### src/rtl/keypad_scan.sv
`default_nettype none
// ---------------------------------------------------------------------------
// keypad_scan: 4x4 keypad scanner, debounce, key strobe, 16-bit digit shifter.
// Optional auto-repeat with KEYPAD_AUTOREPEAT_EN.          Revision: 1.0
// ---------------------------------------------------------------------------
module keypad_scan #(
  parameter int SCAN_DIV_W     = 16,
  parameter int DEBOUNCE_SCANS = 4,
  parameter int REPEAT_SCANS   = 32
) (
  input  logic        clk,
  input  logic        rst_n,
  input  logic [3:0]  row_in,
  output logic [3:0]  col_out,
  input  logic        clear,
  output logic [3:0]  key_code,
  output logic        key_valid,
  output logic        key_held,
  output logic [15:0] digit
);

  localparam int c_cnt_max = (DEBOUNCE_SCANS > REPEAT_SCANS) ? DEBOUNCE_SCANS : REPEAT_SCANS;
  localparam int c_cnt_w   = $clog2(c_cnt_max + 1);
  localparam logic [c_cnt_w-1:0] c_deb_last = c_cnt_w'(DEBOUNCE_SCANS - 1);
`ifdef KEYPAD_AUTOREPEAT_EN
  localparam logic [c_cnt_w-1:0] c_rep_last = c_cnt_w'(REPEAT_SCANS - 1);
`endif

  typedef enum logic [1:0] {
    S_IDLE     = 2'd0,
    S_DEBOUNCE = 2'd1,
    S_PRESSED  = 2'd2,
    S_RELEASE  = 2'd3
  } state_t;

  logic [3:0]            r_row_s1;
  logic [3:0]            r_row_s2;
  logic [SCAN_DIV_W-1:0] r_div;
  logic [1:0]            r_col;
  logic [3:0]            r_col_out;
  logic                  r_found;
  logic [3:0]            r_best;

  state_t                r_state;
  logic [c_cnt_w-1:0]    r_cnt;
  logic [3:0]            r_cand;
  logic [3:0]            r_code;
  logic                  r_valid;
  logic                  r_held;
  logic [15:0]           r_digit;

  logic                  w_tick;
  logic                  w_scan_done;
  logic                  w_col_hit;
  logic [1:0]            w_col_row;
  logic [3:0]            w_col_code;
  logic                  w_prev_found;
  logic                  w_res_found;
  logic [3:0]            w_res_code;
  logic                  w_accept;

  assign w_tick       = &r_div;
  assign w_scan_done  = w_tick && (r_col == 2'd3);
  assign w_col_hit    = ~&r_row_s2;
  assign w_col_code   = {w_col_row, r_col};
  // The running best is discarded at column 0 so each scan starts fresh.
  assign w_prev_found = r_found && (r_col != 2'd0);

  always_comb begin
    w_col_row = 2'd3;
    if (!r_row_s2[0])      w_col_row = 2'd0;
    else if (!r_row_s2[1]) w_col_row = 2'd1;
    else if (!r_row_s2[2]) w_col_row = 2'd2;
  end

  always_comb begin
    w_res_found = w_prev_found;
    w_res_code  = r_best;
    if (w_col_hit && (!w_prev_found || (w_col_code < r_best))) begin
      w_res_found = 1'b1;
      w_res_code  = w_col_code;
    end
  end

  always_comb begin
    w_accept = 1'b0;
    if (w_scan_done && w_res_found) begin
      if ((r_state == S_DEBOUNCE) && (w_res_code == r_cand) && (r_cnt == c_deb_last))
        w_accept = 1'b1;
`ifdef KEYPAD_AUTOREPEAT_EN
      if ((r_state == S_PRESSED) && (r_cnt == c_rep_last))
        w_accept = 1'b1;
`endif
    end
  end

  always_ff @(posedge clk or negedge rst_n) begin
    if (!rst_n) begin
      r_row_s1  <= 4'hF;
      r_row_s2  <= 4'hF;
      r_div     <= '0;
      r_col     <= 2'd0;
      r_col_out <= 4'b1110;
      r_found   <= 1'b0;
      r_best    <= 4'd0;
    end else begin
      r_row_s1 <= row_in;
      r_row_s2 <= r_row_s1;
      r_div    <= r_div + SCAN_DIV_W'(1);
      if (w_tick) begin
        r_col     <= r_col + 2'd1;
        r_col_out <= {r_col_out[2:0], r_col_out[3]};
        r_found   <= w_res_found;
        r_best    <= w_res_code;
      end
    end
  end

  // In PRESSED the counter doubles as the auto-repeat interval counter.
  always_ff @(posedge clk or negedge rst_n) begin
    if (!rst_n) begin
      r_state <= S_IDLE;
      r_cnt   <= '0;
      r_cand  <= 4'd0;
      r_code  <= 4'd0;
      r_valid <= 1'b0;
      r_held  <= 1'b0;
      r_digit <= 16'd0;
    end else begin
      r_valid <= w_accept;
      if (w_accept) begin
        r_code  <= r_cand;
        r_digit <= {r_digit[11:0], r_cand};
      end
      if (clear) r_digit <= 16'd0;
      if (w_scan_done) begin
        case (r_state)
          S_IDLE: begin
            if (w_res_found) begin
              r_cand  <= w_res_code;
              r_cnt   <= c_cnt_w'(1);
              r_state <= S_DEBOUNCE;
            end
          end
          S_DEBOUNCE: begin
            if (w_res_found && (w_res_code == r_cand)) begin
              if (r_cnt == c_deb_last) begin
                r_state <= S_PRESSED;
                r_held  <= 1'b1;
                r_cnt   <= '0;
              end else begin
                r_cnt <= r_cnt + c_cnt_w'(1);
              end
            end else begin
              r_state <= S_IDLE;
            end
          end
          S_PRESSED: begin
            if (!w_res_found) begin
              r_cnt   <= c_cnt_w'(1);
              r_state <= S_RELEASE;
            end
`ifdef KEYPAD_AUTOREPEAT_EN
            else if (r_cnt == c_rep_last) r_cnt <= '0;
            else                          r_cnt <= r_cnt + c_cnt_w'(1);
`endif
          end
          S_RELEASE: begin
            if (w_res_found) begin
              r_state <= S_PRESSED;
              r_cnt   <= '0;
            end else if (r_cnt == c_deb_last) begin
              r_state <= S_IDLE;
              r_held  <= 1'b0;
            end else begin
              r_cnt <= r_cnt + c_cnt_w'(1);
            end
          end
          default: r_state <= S_IDLE;
        endcase
      end
    end
  end

  assign col_out   = r_col_out;
  assign key_code  = r_code;
  assign key_valid = r_valid;
  assign key_held  = r_held;
  assign digit     = r_digit;

endmodule
`default_nettype wire

### config.mk
export PLATFORM = sky130hd
export DESIGN_NAME = keypad_scan
export DESIGN_NICKNAME = d
export VERILOG_FILES = /design/src/rtl/keypad_scan.sv
export SDC_FILE = /design/constraint.sdc
export NUM_CORES = 1
export LEC_CHECK = 0
export ABC_AREA = 1
export CAP_MARGIN = 20
export CORE_MARGIN = 2
export CORE_UTILIZATION = 49
export CTS_CLUSTER_SIZE = 25
export DETAILED_ROUTE_END_ITERATION = 16
export GPL_TIMING_DRIVEN = 1
export MAX_ROUTING_LAYER = met4
export PLACE_DENSITY_LB_ADDON = 0.25
export SLEW_MARGIN = 20
export SYNTH_ARGS = -nofsm -noshare
export SYNTH_HDL_FRONTEND = slang
export SYNTH_SLANG_ARGS = --single-unit
export TNS_END_PERCENT = 50
### constraint.sdc
create_clock -name clk -period 3.6 [get_ports clk]
set_clock_uncertainty 0.2 [all_clocks]
set_input_delay 0.72 -clock clk [delete_from_list [all_inputs] [get_ports clk]]
set_output_delay 0.72 -clock clk [all_outputs]
set_load 0.02 [all_outputs]
==> results.ini <==
[cells_and_area]
fin_cells = 490
num_antenna_cells = 0
fillCellCount = 544
nets = 422
final_util = 0.613
drive_above_1_share = 0.138
area_delta_synth_final_pct = 19.3

[pwr]
ir_drop_mv = 0.297
p_leak_nw = 1.84
power_w = 0.00160
p_per_area_nw_per_um2 = 404

[floorplan]
die_y_um = 86.3
die_area_sq_um = 7450
coreArea_sq_um = 6460
initial_core_util = 0.514
io_pins = 33
rows = 29
die_x_um = 86.3

[detailed_routing]
vias_per_cell = 5.05
vias = 2476
routedWlPerCell_um = 11.9
drtIter0Drc = 118
routed_wl_um = 5820
ant_nets = 0
drt_pass1_iterations = 4
drc = 0

[placed_design]
portBuffers = 32
gp_congestion = 0.844
placed_cells = 474
hpwl_um = 4250

[cts]
h-tree-depth = 3
tritoncts = done
clockBufferDepth = 2
postCtsSetupBuffers = 0
cts_inserted_buffers = 9
cts_sinks = 69
clk_latency_ps = 330
ctsHoldBuffers = 0
ctsResizeCount = 0
path_clk_slew_ps = 80
cts_root_buffer = clkbuf_8

[synth]
syn_nets = 380
synthesis.area_sq_um = 3320
ys_types = 31
ys_seq_area_frac = 0.525
syn_avg_cell_area_sq_um = 9.07
ys_ff_latch = 69
syn_inst = 366
ys_warn_count = 0

[worst_setup_path]
end_kind = flip-flop
crit_type = reg -> reg
cp-start-kind = flip-flop
required_ps = 3630
cp.arrival_ps = 2870
crit_fanout = 8

[flow_run]
drv_cap = 0

[grt]
grt_pass1_vias = 2369
antenna_found_initial = 0
track_usage = 0.181
grt_max_degree = 38
grt_overflow = 0
grt_pass1_wl_um = 10400

[worst_hold_path]
worst_hold_path_type = in -> async

[timing]
fin_tns_setup_ps = 0
rsz0062_at_grt = no
hold_viol = 0
setup_viol = 0
slew_headroom = 0.703
max_freq_mhz = 352
fin_crit_sh = 0.788
worst_pin_slew_ps = 446
fin_crit_ps = 2840
final_max_slew_viol_count = 0

[outcome]
status = finished clean

## kinds of logic (layout without fill, tap and decap cells)
kind of cell,after synthesis,count (layout),share of synthesized area
flip-flops,69,69,0.525
AO/OA/AOI/OAI,37,37,0.0592
adder cells (fa/ha/maj),7,7,0.0264
XOR/XNOR,17,17,0.0449
AND/OR/NAND/NOR,185,185,0.278
buffers and inverters,51,98,0.0667
## worst paths after layout
kind / slack, ps / depth (start not counted) / from / end
worst max-delay path: 760 / 17 / r_row_s2[1]$_DFF_PN1_ / r_cnt[0]$_DFFE_PN0P_
worst min register to register: 160 / 0 / r_row_s1[2]$_DFF_PN1_ / r_row_s2[2]$_DFF_PN1_
worst min-delay path: 40 / 1 / rst_n / digit[7]$_DFFE_PN0P_
max in group asynchronous: 2410 / 2 / rst_n / r_row_s2[3]$_DFF_PN1_
worst max register to register: 760 / 17 / r_row_s2[1]$_DFF_PN1_ / r_cnt[0]$_DFFE_PN0P_
min in group clk: 160 / 0 / r_row_s1[2]$_DFF_PN1_ / r_row_s2[2]$_DFF_PN1_
## through the flow
step           area (sq um)  setup slack, ps  hold WS [ps]
2_1_floorplan          3320             1100           145
3_3_place_gp           3710              815           147
3_5_place_dp           3710              744           147
4_1_cts                3960              728          32.9
5_1_grt                3960              433          33.5
6_report               3960              762          39.8
## power by group
part | switching, W | internal (W)
clock network | 0.000295 | 0.000464
logic | 0.0000401 | 0.0000175
registers | 0.00000190 | 0.000783
## cells in the mapped netlist (all sizes together)
library cell,instances,area [sq um]
nor3b,3,22.5
buf,4,45.0
nor2,22,104
xnor2,4,35.0
and3,1,7.51
nand3b,2,15.0
a21oi,12,71.3
nand3,47,263
nor4,3,33.8
inv,45,169
nand2,98,413
xor2,13,114
dfrtp,58,1450
o21ai,25,125
dfstp,11,289
nor3,6,46.3
clkbuf,2,7.51
ha,7,87.6
nand4,3,18.8
## layout make-up
cell class | count | area, sq um | area share
clock buffers | 9 | 124 | 0.0313
multi-input cells | 246 | 1360 | 0.342
well taps | 77 | 96.3 | 0.0243
inverters | 45 | 169 | 0.0427
repair buffers | 37 | 353 | 0.0891
clock inverters | 7 | 121 | 0.0306
flip-flops and latches | 69 | 1740 | 0.439
## per-layer routing
layer  wire (um)  vias to the layer above  track usage
li1            -                     1259            -
met1        2750                     1159        0.228
met2        2720                       48        0.279
met3         238                       10       0.0467
met4         119                        0       0.0739
met5           0                        -            -
## state kept, by name, indices dropped and copies added, names as in the netlist
signal	flops
key_held	1
r_div	16
r_row_s1	4
r_cand	4
key_valid	1
digit	16
r_state	2
r_found	1
col_out	4
r_best	4
r_cnt	6
key_code	4
r_row_s2	4
r_col	2
## critical path, cell delays in order (launching register included)
cell and delay, ps:
dfstp_2 540, nand2_1 60, inv_1 90, ha_1 250, a21oi_1 180, nand2_2 90, nand2_4 90, nand2_4 70
nand2_1 80, nand2_1 80, nand2_1 80, nand2_1 50, nor2_1 130, nand3_1 160, nand2_1 270, nand2_2 160
nand2_1 90, nand2_1 50
## placed cells by master (no fill, tap or decap), types with 2 or more instances in the layout
master	n
nand2_1	88
dfrtp_1	58
inv_1	43
nand3_1	43
clkdlybuf4s50_1	31
nor2_1	19
o21ai_0	18
xor2_1	13
a21oi_1	11
dfstp_2	11
clkbuf_8	9
o21ai_1	7
ha_1	7
nand2_2	6
buf_4	5
nor3_1	4
xnor2_1	4
nand2_4	4
nand4_1	3
nand3_2	3
nor3b_1	3
bufinv_16	3
inv_2	2
nor4_1	2
nor2_2	2
nand3b_1	2
clkinv_4	2
Power figures use the tool's default switching activity.
